### src/rtl/ex_div_unit_if.sv
// Handshake bundle between the ID/EX operand path, the EX-stage divider and the hazard unit.
// The divider is the slave: it receives operands and returns the stall request and result.
interface ex_div_unit_if #(
  parameter int XLEN = 32
) ();
  logic            StartE;
  logic [1:0]      DivOpE;
  logic [XLEN-1:0] SrcAE;
  logic [XLEN-1:0] SrcBE;
  logic            KillE;
  logic            DivStallE;
  logic            DivDoneE;
  logic [XLEN-1:0] DivResultE;

  modport master (
    output StartE, DivOpE, SrcAE, SrcBE, KillE,
    input  DivStallE, DivDoneE, DivResultE
  );

  modport slave (
    input  StartE, DivOpE, SrcAE, SrcBE, KillE,
    output DivStallE, DivDoneE, DivResultE
  );
endinterface

### src/rtl/ex_div_unit.sv
// Iterative RV32M divider: one restoring step per cycle on magnitudes, sign fix-up into a result register.
// Zero-divisor and signed-overflow cases complete combinationally in IDLE without stalling.
module ex_div_unit #(
  parameter int XLEN = 32
) (
  input  logic          clk,
  input  logic          rst,
  ex_div_unit_if.slave  div_if
);

  typedef enum logic [1:0] {IDLE, CALC, DONE} state_t;

  state_t          state_q, state_d;
  logic [4:0]      count_q, count_d;
  logic [XLEN-1:0] rem_q, rem_d;
  logic [XLEN-1:0] quo_q, quo_d;
  logic [XLEN-1:0] dvsr_q, dvsr_d;
  logic [XLEN-1:0] result_q, result_d;
  logic [1:0]      op_q, op_d;
  logic            qsign_q, qsign_d;
  logic            rsign_q, rsign_d;

  logic            stall, done;
  logic [XLEN-1:0] result_out;

  function automatic logic [XLEN-1:0] cond_neg(input logic [XLEN-1:0] v, input logic neg);
    return neg ? -v : v;
  endfunction

  // Operand classification in IDLE; KillE suppresses both the start and the fast path.
  logic            is_signed;
  logic            start_ok;
  logic            div_zero;
  logic            sovf;
  logic            special;
  logic signed [XLEN-1:0] src_a_s, src_b_s;
  logic [XLEN-1:0] spec_res;

  always_comb begin
    src_a_s   = $signed(div_if.SrcAE);
    src_b_s   = $signed(div_if.SrcBE);
    is_signed = ~div_if.DivOpE[0];
    start_ok  = div_if.StartE & ~div_if.KillE;
    div_zero  = (div_if.SrcBE == '0);
    sovf      = is_signed && (src_a_s == {1'b1, {(XLEN-1){1'b0}}}) && (src_b_s == -1);
    special   = start_ok & (div_zero | sovf);
    if (div_zero) begin
      spec_res = div_if.DivOpE[1] ? div_if.SrcAE : '1;
    end else begin
      spec_res = div_if.DivOpE[1] ? '0 : {1'b1, {(XLEN-1){1'b0}}};
    end
  end

  // Restoring step: the 33-bit compare/subtract keeps the shifted-out MSB.
  logic [XLEN:0]   rem_sh, rem_sub;
  logic            rem_ge;
  logic [XLEN-1:0] step_rem, step_quo;

  always_comb begin
    rem_sh   = {rem_q, quo_q[XLEN-1]};
    rem_ge   = (rem_sh >= {1'b0, dvsr_q});
    rem_sub  = rem_sh - {1'b0, dvsr_q};
    step_rem = rem_ge ? rem_sub[XLEN-1:0] : rem_sh[XLEN-1:0];
    step_quo = {quo_q[XLEN-2:0], rem_ge};
  end

  always_comb begin
    state_d    = state_q;
    count_d    = count_q;
    rem_d      = rem_q;
    quo_d      = quo_q;
    dvsr_d     = dvsr_q;
    result_d   = result_q;
    op_d       = op_q;
    qsign_d    = qsign_q;
    rsign_d    = rsign_q;
    stall      = 1'b0;
    done       = 1'b0;
    result_out = result_q;

    unique case (state_q)
      IDLE: begin
        if (special) begin
          done       = 1'b1;
          result_out = spec_res;
        end else if (start_ok) begin
          stall   = 1'b1;
          state_d = CALC;
          count_d = 5'd31;
          rem_d   = '0;
          quo_d   = cond_neg(div_if.SrcAE, is_signed & div_if.SrcAE[XLEN-1]);
          dvsr_d  = cond_neg(div_if.SrcBE, is_signed & div_if.SrcBE[XLEN-1]);
          op_d    = div_if.DivOpE;
          qsign_d = is_signed & (div_if.SrcAE[XLEN-1] ^ div_if.SrcBE[XLEN-1]);
          rsign_d = is_signed & div_if.SrcAE[XLEN-1];
        end
      end
      CALC: begin
        stall = 1'b1;
        if (div_if.KillE) begin
          state_d = IDLE;
          count_d = '0;
        end else begin
          rem_d   = step_rem;
          quo_d   = step_quo;
          count_d = count_q - 5'd1;
          if (count_q == 5'd0) begin
            state_d  = DONE;
            result_d = op_q[1] ? cond_neg(step_rem, rsign_q) : cond_neg(step_quo, qsign_q);
          end
        end
      end
      DONE: begin
        done    = ~div_if.KillE;
        state_d = IDLE;
      end
      default: state_d = IDLE;
    endcase
  end

  always_ff @(posedge clk or negedge rst) begin
    if (!rst) begin
      state_q  <= IDLE;
      count_q  <= '0;
      rem_q    <= '0;
      quo_q    <= '0;
      dvsr_q   <= '0;
      result_q <= '0;
      op_q     <= '0;
      qsign_q  <= 1'b0;
      rsign_q  <= 1'b0;
    end else begin
      state_q  <= state_d;
      count_q  <= count_d;
      rem_q    <= rem_d;
      quo_q    <= quo_d;
      dvsr_q   <= dvsr_d;
      result_q <= result_d;
      op_q     <= op_d;
      qsign_q  <= qsign_d;
      rsign_q  <= rsign_d;
    end
  end

  assign div_if.DivStallE  = stall;
  assign div_if.DivDoneE   = done;
  assign div_if.DivResultE = result_out;

endmodule

### src/flat_wrapper.sv
// flat-port wrapper written by rule: the top's interface ports become plain ports
module ex_div_unit_flat 
#(
  parameter int XLEN = 32
)
  (clk, rst, div_if_StartE, div_if_DivOpE, div_if_SrcAE, div_if_SrcBE, div_if_KillE, div_if_DivStallE, div_if_DivDoneE, div_if_DivResultE);
  ex_div_unit_if #(.XLEN(XLEN)) div_if_i ();
  input  logic clk;
  input  logic rst;
  input wire logic [$bits(div_if_i.StartE)-1:0] div_if_StartE;
  input wire logic [$bits(div_if_i.DivOpE)-1:0] div_if_DivOpE;
  input wire logic [$bits(div_if_i.SrcAE)-1:0] div_if_SrcAE;
  input wire logic [$bits(div_if_i.SrcBE)-1:0] div_if_SrcBE;
  input wire logic [$bits(div_if_i.KillE)-1:0] div_if_KillE;
  output wire logic [$bits(div_if_i.DivStallE)-1:0] div_if_DivStallE;
  output wire logic [$bits(div_if_i.DivDoneE)-1:0] div_if_DivDoneE;
  output wire logic [$bits(div_if_i.DivResultE)-1:0] div_if_DivResultE;
  assign div_if_i.StartE = div_if_StartE;
  assign div_if_i.DivOpE = div_if_DivOpE;
  assign div_if_i.SrcAE = div_if_SrcAE;
  assign div_if_i.SrcBE = div_if_SrcBE;
  assign div_if_i.KillE = div_if_KillE;
  assign div_if_DivStallE = div_if_i.DivStallE;
  assign div_if_DivDoneE = div_if_i.DivDoneE;
  assign div_if_DivResultE = div_if_i.DivResultE;
  ex_div_unit #(.XLEN(XLEN)) u_core (.clk(clk), .rst(rst), .div_if(div_if_i));
endmodule
### config.mk
export PLATFORM = sky130hd
export DESIGN_NAME = ex_div_unit_flat
export DESIGN_NICKNAME = d
export VERILOG_FILES = /design/src/rtl/ex_div_unit_if.sv /design/src/rtl/ex_div_unit.sv /design/src/flat_wrapper.sv
export SDC_FILE = /design/constraint.sdc
export NUM_CORES = 1
export LEC_CHECK = 0
export ABC_AREA = 0
export CAP_MARGIN = 20
export CORE_AREA = 2 2 174 176
export DETAILED_ROUTE_END_ITERATION = 10
export DIE_AREA = 0 0 176 178
export GPL_ROUTABILITY_DRIVEN = 0
export GPL_TIMING_DRIVEN = 0
export RECOVER_POWER = 25
export SLEW_MARGIN = 40
export SYNTH_ARGS = -nofsm -noshare
export SYNTH_HDL_FRONTEND = slang
export SYNTH_SLANG_ARGS = --single-unit
### constraint.sdc
create_clock -name clk -period 9.4 [get_ports clk]
set_input_delay 0.94 -clock clk [delete_from_list [all_inputs] [get_ports clk]]
set_output_delay 0.94 -clock clk [all_outputs]
set_load 0.01 [all_outputs]
# Yosys cells after proc, flatten, opt, wreduce, memory -nomap -nowiden
# Index checks and enable logic that the tools add are counted.
# Widths: inputs -> output; s select.
# word_totals
regBits	139
inputBits	70
out_inout_bits	34
word_cells	78
# classes
n_addsub	6
n_lt_le_gt_ge	1
eq_ne	8
n_mux	33
bitwise_logic	10
n_reduce_logical	11
# ops
op	count
$mux 32	17
$neg 32->32	4
$pmux 32 s2	2
$ge 33x32->1	1
$eq 32x1->1 const B	1
$eq 32x32->1 const B	1
$logic_not 32->1	1
$sub 32x32->32	1
$mux 5	3
$reduce_and 3->1	4
$pmux 5 s2	1
$mux 2	4
$and 1x1->1	5
$logic_not 5->1	1
$sub 5x1->5 const B	1
$ne 2x2->1 const B	2
$pmux 1 s2	2
$pmux 2 s2	1
$reduce_and 4->1	1
$mux 1	3
$ne 3x2->1 const B	1
$not 1->1	3
$eq 2x1->1 const B	1
$eq 2x2->1 const B	1
other kinds (6)	7

# Depth between registers and ports, before layout
# logic_depth
ltp_word	7
depth_mapped	23
mapped_depth_nobuf	18

# Worst setup path before layout
# No wires, ideal clock.
# synth_path
kind	register to register
startpoint	register u_core.rem_q[0]
endpoint	register u_core.result_q[26]
setup_ps	131
arrival_ps	4446
required_time_ps	9269
path_slack_ps	4824
stages_incl_launch_ff	21
path_buffers	3
synth_period_minus_slack_ps	4576
cell_sequence	dfrtp_1 > ha_1 > nor2b_2 > o2111ai_1 > a211oi_2 > a221oi_4 > o21ai_4 > buf_2 > buf_2 > buf_2 > nand2_1 > o21ai_0 > ha_1 > nand3_1 > a211oi_1 > a41o_1 > nand4_1 > or3_1 > o31ai_1 > xor2_1 > o21ai_0
# synth_via
elab_chain_len	5
elab_cells_between_ends	8
cone_classes	add/sub: 3; order compare: 1; mux: 4
# synth_lines
item	line_no	source
from (decl)	ex_div_unit.sv:15	logic [XLEN-1:0] rem_q, rem_d;
from (signal assigned)	ex_div_unit.sv:135	rem_q <= rem_d;
$sub 32x32->32 or $ge 33x32->1 (tied branches)	ex_div_unit.sv:62, ex_div_unit.sv:61	
$mux 32	ex_div_unit.sv:63	step_rem = rem_ge ? rem_sub[XLEN-1:0] : rem_sh[XLEN-1:0];
$neg 32->32	ex_div_unit.sv:27	return neg ? -v : v;
$mux 32	ex_div_unit.sv:27	
$mux 32 (*)	ex_div_unit.sv:109	result_d = op_q[1] ? cond_neg(step_rem, rsign_q) : cond_neg(step_quo, qsign_q);
to (signal assigned)	ex_div_unit.sv:138	result_q <= result_d;
to (decl)	ex_div_unit.sv:18	logic [XLEN-1:0] result_q, result_d;
# Every way passes the cells marked *; elsewhere a longest branch is shown, timed or not.
# A chain may end at the register's enable or synchronous reset.

# Worst setup path after layout
# layout_path
startpoint	input div_if_SrcBE[0]
endpoint	output div_if_DivResultE[25]
# layout_via
elab_chain_len	6
elab_cells_between_ends	8
cone_classes	eq/ne: 1; mux: 3; bitwise: 2; reduce/logical: 2
# layout_lines
item	line_no	source
from (decl)	flat_wrapper.sv:13	input wire logic [$bits(div_if_i.SrcBE)-1:0] div_if_SrcBE;
$eq 32x1->1	ex_div_unit.sv:45	sovf = is_signed && (src_a_s == {1'b1, {(XLEN-1){1'b0}}}) && (src_b_s == -1);
$logic_and 1x1->1	ex_div_unit.sv:45	
$or 1x1->1	ex_div_unit.sv:46	special = start_ok & (div_zero | sovf);
$and 1x1->1	ex_div_unit.sv:46	
$mux 32 (*)	ex_div_unit.sv:83	if (special) begin
$mux 32 (*)	ex_div_unit.sv:81	unique case (state_q)
to (decl)	flat_wrapper.sv:17	output wire logic [$bits(div_if_i.DivResultE)-1:0] div_if_DivResultE;
# Marked as above.

==> results.ini <==
[sta]
slew_viol_final = 56
rsz0062_at_grt = false
hold_viol_final = 0
finClkSkew_ns = 0.00843
relSlewSlack_pct = -117
tns_ns = 0
period_share_pct = 69.2
worst-slew-pin-transition_ns = 3.25
max_freq_mhz = 154
final-setup-viol-count = 0
period_minus_slack_ns = 6.50

[critical_path]
critPathArrivalTime_ns = 5.56
r2r-start = u_core.rem_q[24]$_DFFE_PN0P_
critPathMaxStageDelay_ns = 0.64
worstPathMaxFanout = 10
worst_path_most_repeated_cell = nand2_1
crit_slowest_cell = nor4_1
crit_required_ns = 8.46
crit_type = in2out
cp_num_buf_inv = 4
crit_chain = clkdlybuf4s50_1 -> inv_1 -> ha_1 -> nand4_1 -> or3b_2 -> nor3_1 -> nand2_1 -> nor4_1 -> o21bai_1 -> nand2_1 -> clkbuf_1 -> nand2_1 -> o21ai_0 -> clkdlybuf4s50_1
worst_setup_path_start_kind = input pin
crit_family = simple AND/OR/NAND/NOR gates
critPathLaunch = div_if_SrcBE[0]
cp-end-kind = output pin

[logic_synthesis]
synth_area_leader_cell = dfrtp_1
synth-edff-count = 0
synth_cells = 1541
synth.distinct_cells = 83
syn_area_um2 = 11600
ys_seq_area_share_pct = 29.6
synth_area_leaders = dfrtp_1 30%, o21ai_0 9.4%, nand2_1 8.3%, xnor2_1 5.4%, xor2_1 4.2%
yosysWarnings = 0
ys.flop_type = dfrtp_1
syn_avg_cell_area_um2 = 7.56
yosys_register_bits = 138
syn_nets = 1651
synth-async-reset-ratio_pct = 100
synth_top_area_share_pct = 29.6

[status]
violations = max-capacitance violations, max-slew violations
status = complete, but fails checks

[die]
row_count = 63
die_h_um = 178
core_um2 = 29400
die_x_um = 176
dieArea_um2 = 31300
initial_core_util_pct = 39.6
pin_count = 104

[clock_tree]
clk_latency_ns = 0.43
clkTransAtPathRegs_ns = 0.06
max-clock-path-buffers = 2
cts_tree = yes
post_cts_buffers = 0
root_buffer = clkbuf_16
cts.sinks = 138
ctsHoldBuffers = 0
htreeDepth = 4
numCtsBuffers = 17
cts-resized-gates = 0

[grt]
grt_first_pass_wirelength_um = 64200
grt_max_degree = 59
antenna_found_initial = 0
grt_usage_pct = 26.2
grt_pass1_vias = 11300
overflow = 0

[pwr]
swShare_pct = 51.0
powerDensity_nw_per_um2 = 344
p_comb_share_pct = 64.7
p_sw_mw = 2.42
seqPwrFrac_pct = 20.3
leakagePower_nw = 5.57
ir_drop_uv = 208
p_int_mw = 2.33
clkPwrFrac_pct = 15.0

[finish]
final_common_cell = nand2_1
area_growth_pct = 18.5
final_cell_mix = 258 x nand2_1, 219 x o21ai_0, 138 x dfrtp_1
layoutNonFillerInstCount = 2069
layout-drive-gt1-share_pct = 6.26
nets = 1775
nFillCells = 2968

[routing]
vias = 12100
wl_per_cell_um = 19.5
drtPass1Iterations = 6
via_per_inst = 5.83
drt_iter0_markers = 1076
drcViolationCount = 0
ant_nets = 0
wirelength_um = 40200

[placement]
dpl.hpwl_um = 31700
port_buffers = 102
dp.cells = 2036

[run]
maxCapViolCount = 1

[worst_hold_path]
hold_path_startpoint = u_core.result_q[23]$_DFFE_PN0P_
hp-class = reg2reg

-- state kept, by name, indices dropped and copies added, names as in the netlist --
| signal | count |
|---|---|
| u_core.rem_q | 32 |
| u_core.dvsr_q | 32 |
| u_core.count_q | 5 |
| u_core.quo_q | 32 |
| u_core.rsign_q | 1 |
| u_core.op_q | 1 |
| u_core.result_q | 32 |
| u_core.state_q | 2 |
| u_core.qsign_q | 1 |
-- per-stage QoR --
stage	cell area, um2	power (mW)	setup WS (ns)	utilization [%]	hold WS (ns)
5_1_grt	13800	5.12	2.57	47.0	0.508
3_5_place_dp	13200	3.98	2.97	45.0	0.474
6_report	13800	4.75	2.90	47.0	0.488
4_1_cts	13800	4.71	2.96	47.0	0.346
2_1_floorplan	11600	3.11	4.82	-	0.446
3_3_place_gp	13200	3.95	1.44	44.8	0.468
-- power groups by stage --
stage / logic, mW / clock network (mW) / registers (mW)
global route: 3.39 / 0.737 / 0.985
CTS: 3.04 / 0.712 / 0.959
floorplan: 2.22 / 0 / 0.886
finish: 3.08 / 0.711 / 0.964
global placement: 2.98 / 0 / 0.965
detailed placement: 3.01 / 0 / 0.968
-- synth_stat cells, types with 9 or more instances --
cell type  count
nor2_1        82
o21ai_0      219
nor2b_1       32
inv_1         64
a21oi_1       90
o41ai_1       10
a211oi_1      12
clkbuf_1      53
nand2b_1       9
a21o_1        17
o31ai_1       33
nor3_1        38
xor2_1        56
ha_1          39
nand3_1       14
xnor2_1       72
nand2_1      258
mux2i_1       20
dfrtp_1      138
nor4_1        18
or3_1         25
buf_1          9
o22ai_1       34
a31oi_1        9
nand4_1       27
a22oi_1       10
buf_2         29
-- path summary, 6_finish.rpt --
path	end	slack, ns	depth (start not counted)
min in group asynchronous	u_core.dvsr_q[24]$_DFFE_PN0P_	0.84	1
max reg2reg	u_core.result_q[26]$_DFFE_PN0P_	3.40	21
max	div_if_DivResultE[25]	2.90	14
min	u_core.result_q[23]$_DFFE_PN0P_	0.49	2
min reg2reg	u_core.result_q[23]$_DFFE_PN0P_	0.49	2
max in group asynchronous	u_core.quo_q[14]$_DFFE_PN0P_	4.83	2
-- worst register-to-register path, stage by stage (launching register included) --
cell and delay (ns):
dfrtp_1 0.45, ha_1 0.30, buf_2 0.18, nand4_1 0.28, nor4_1 0.60, a21oi_1 0.18
o221a_2 0.35, o21ai_4 0.16, buf_2 0.35, buf_2 0.37, buf_2 0.34, nand2_1 0.08
o21ai_0 0.14, ha_1 0.33, nand3_1 0.10, a211oi_1 0.22, a41o_1 0.25, nand4_1 0.15
or3_1 0.44, o31ai_1 0.29, xor2_1 0.21, o21ai_0 0.10
-- per-layer routing --
layer / GRT usage (%) / vias up / part of all wire (%)
met3: 3.03 / 60 / 5.3
met1: 37.7 / 5834 / 48
met2: 41.0 / 387 / 45
met4: 8.47 / 0 / 2.5
li1: - / 5772 / -
met5: 0 / - / 0
-- cell type report --
type | instances | area (um2) | share of cell area [%]
antenna | 1 | 2.50 | 0.0181
inverter | 65 | 244 | 1.77
multi-input combinational | 1244 | 7570 | 54.8
timing repair buffer | 105 | 1050 | 7.61
tap | 390 | 488 | 3.53
buffer | 94 | 395 | 2.86
clock inverter | 14 | 171 | 1.24
clock buffer | 18 | 429 | 3.11
sequential | 138 | 3450 | 25.0
-- logic make-up (layout without fill, tap and decap cells) --
family                   count (synthesis)  in the layout  share of synthesized area [%]
flip-flops                             138            138                           29.6
buffers and inverters                  159            296                           5.49
multiplexers                            26             26                           2.30
AO/OA/AOI/OAI                          506            506                           26.7
adder cells (fa/ha/maj)                 40             40                           4.36
AND/OR/NAND/NOR                        544            544                           21.9
XOR/XNOR                               128            128                           9.62
other                                    0              1                              0
No activity file was read; power rests on OpenSTA's default activity.
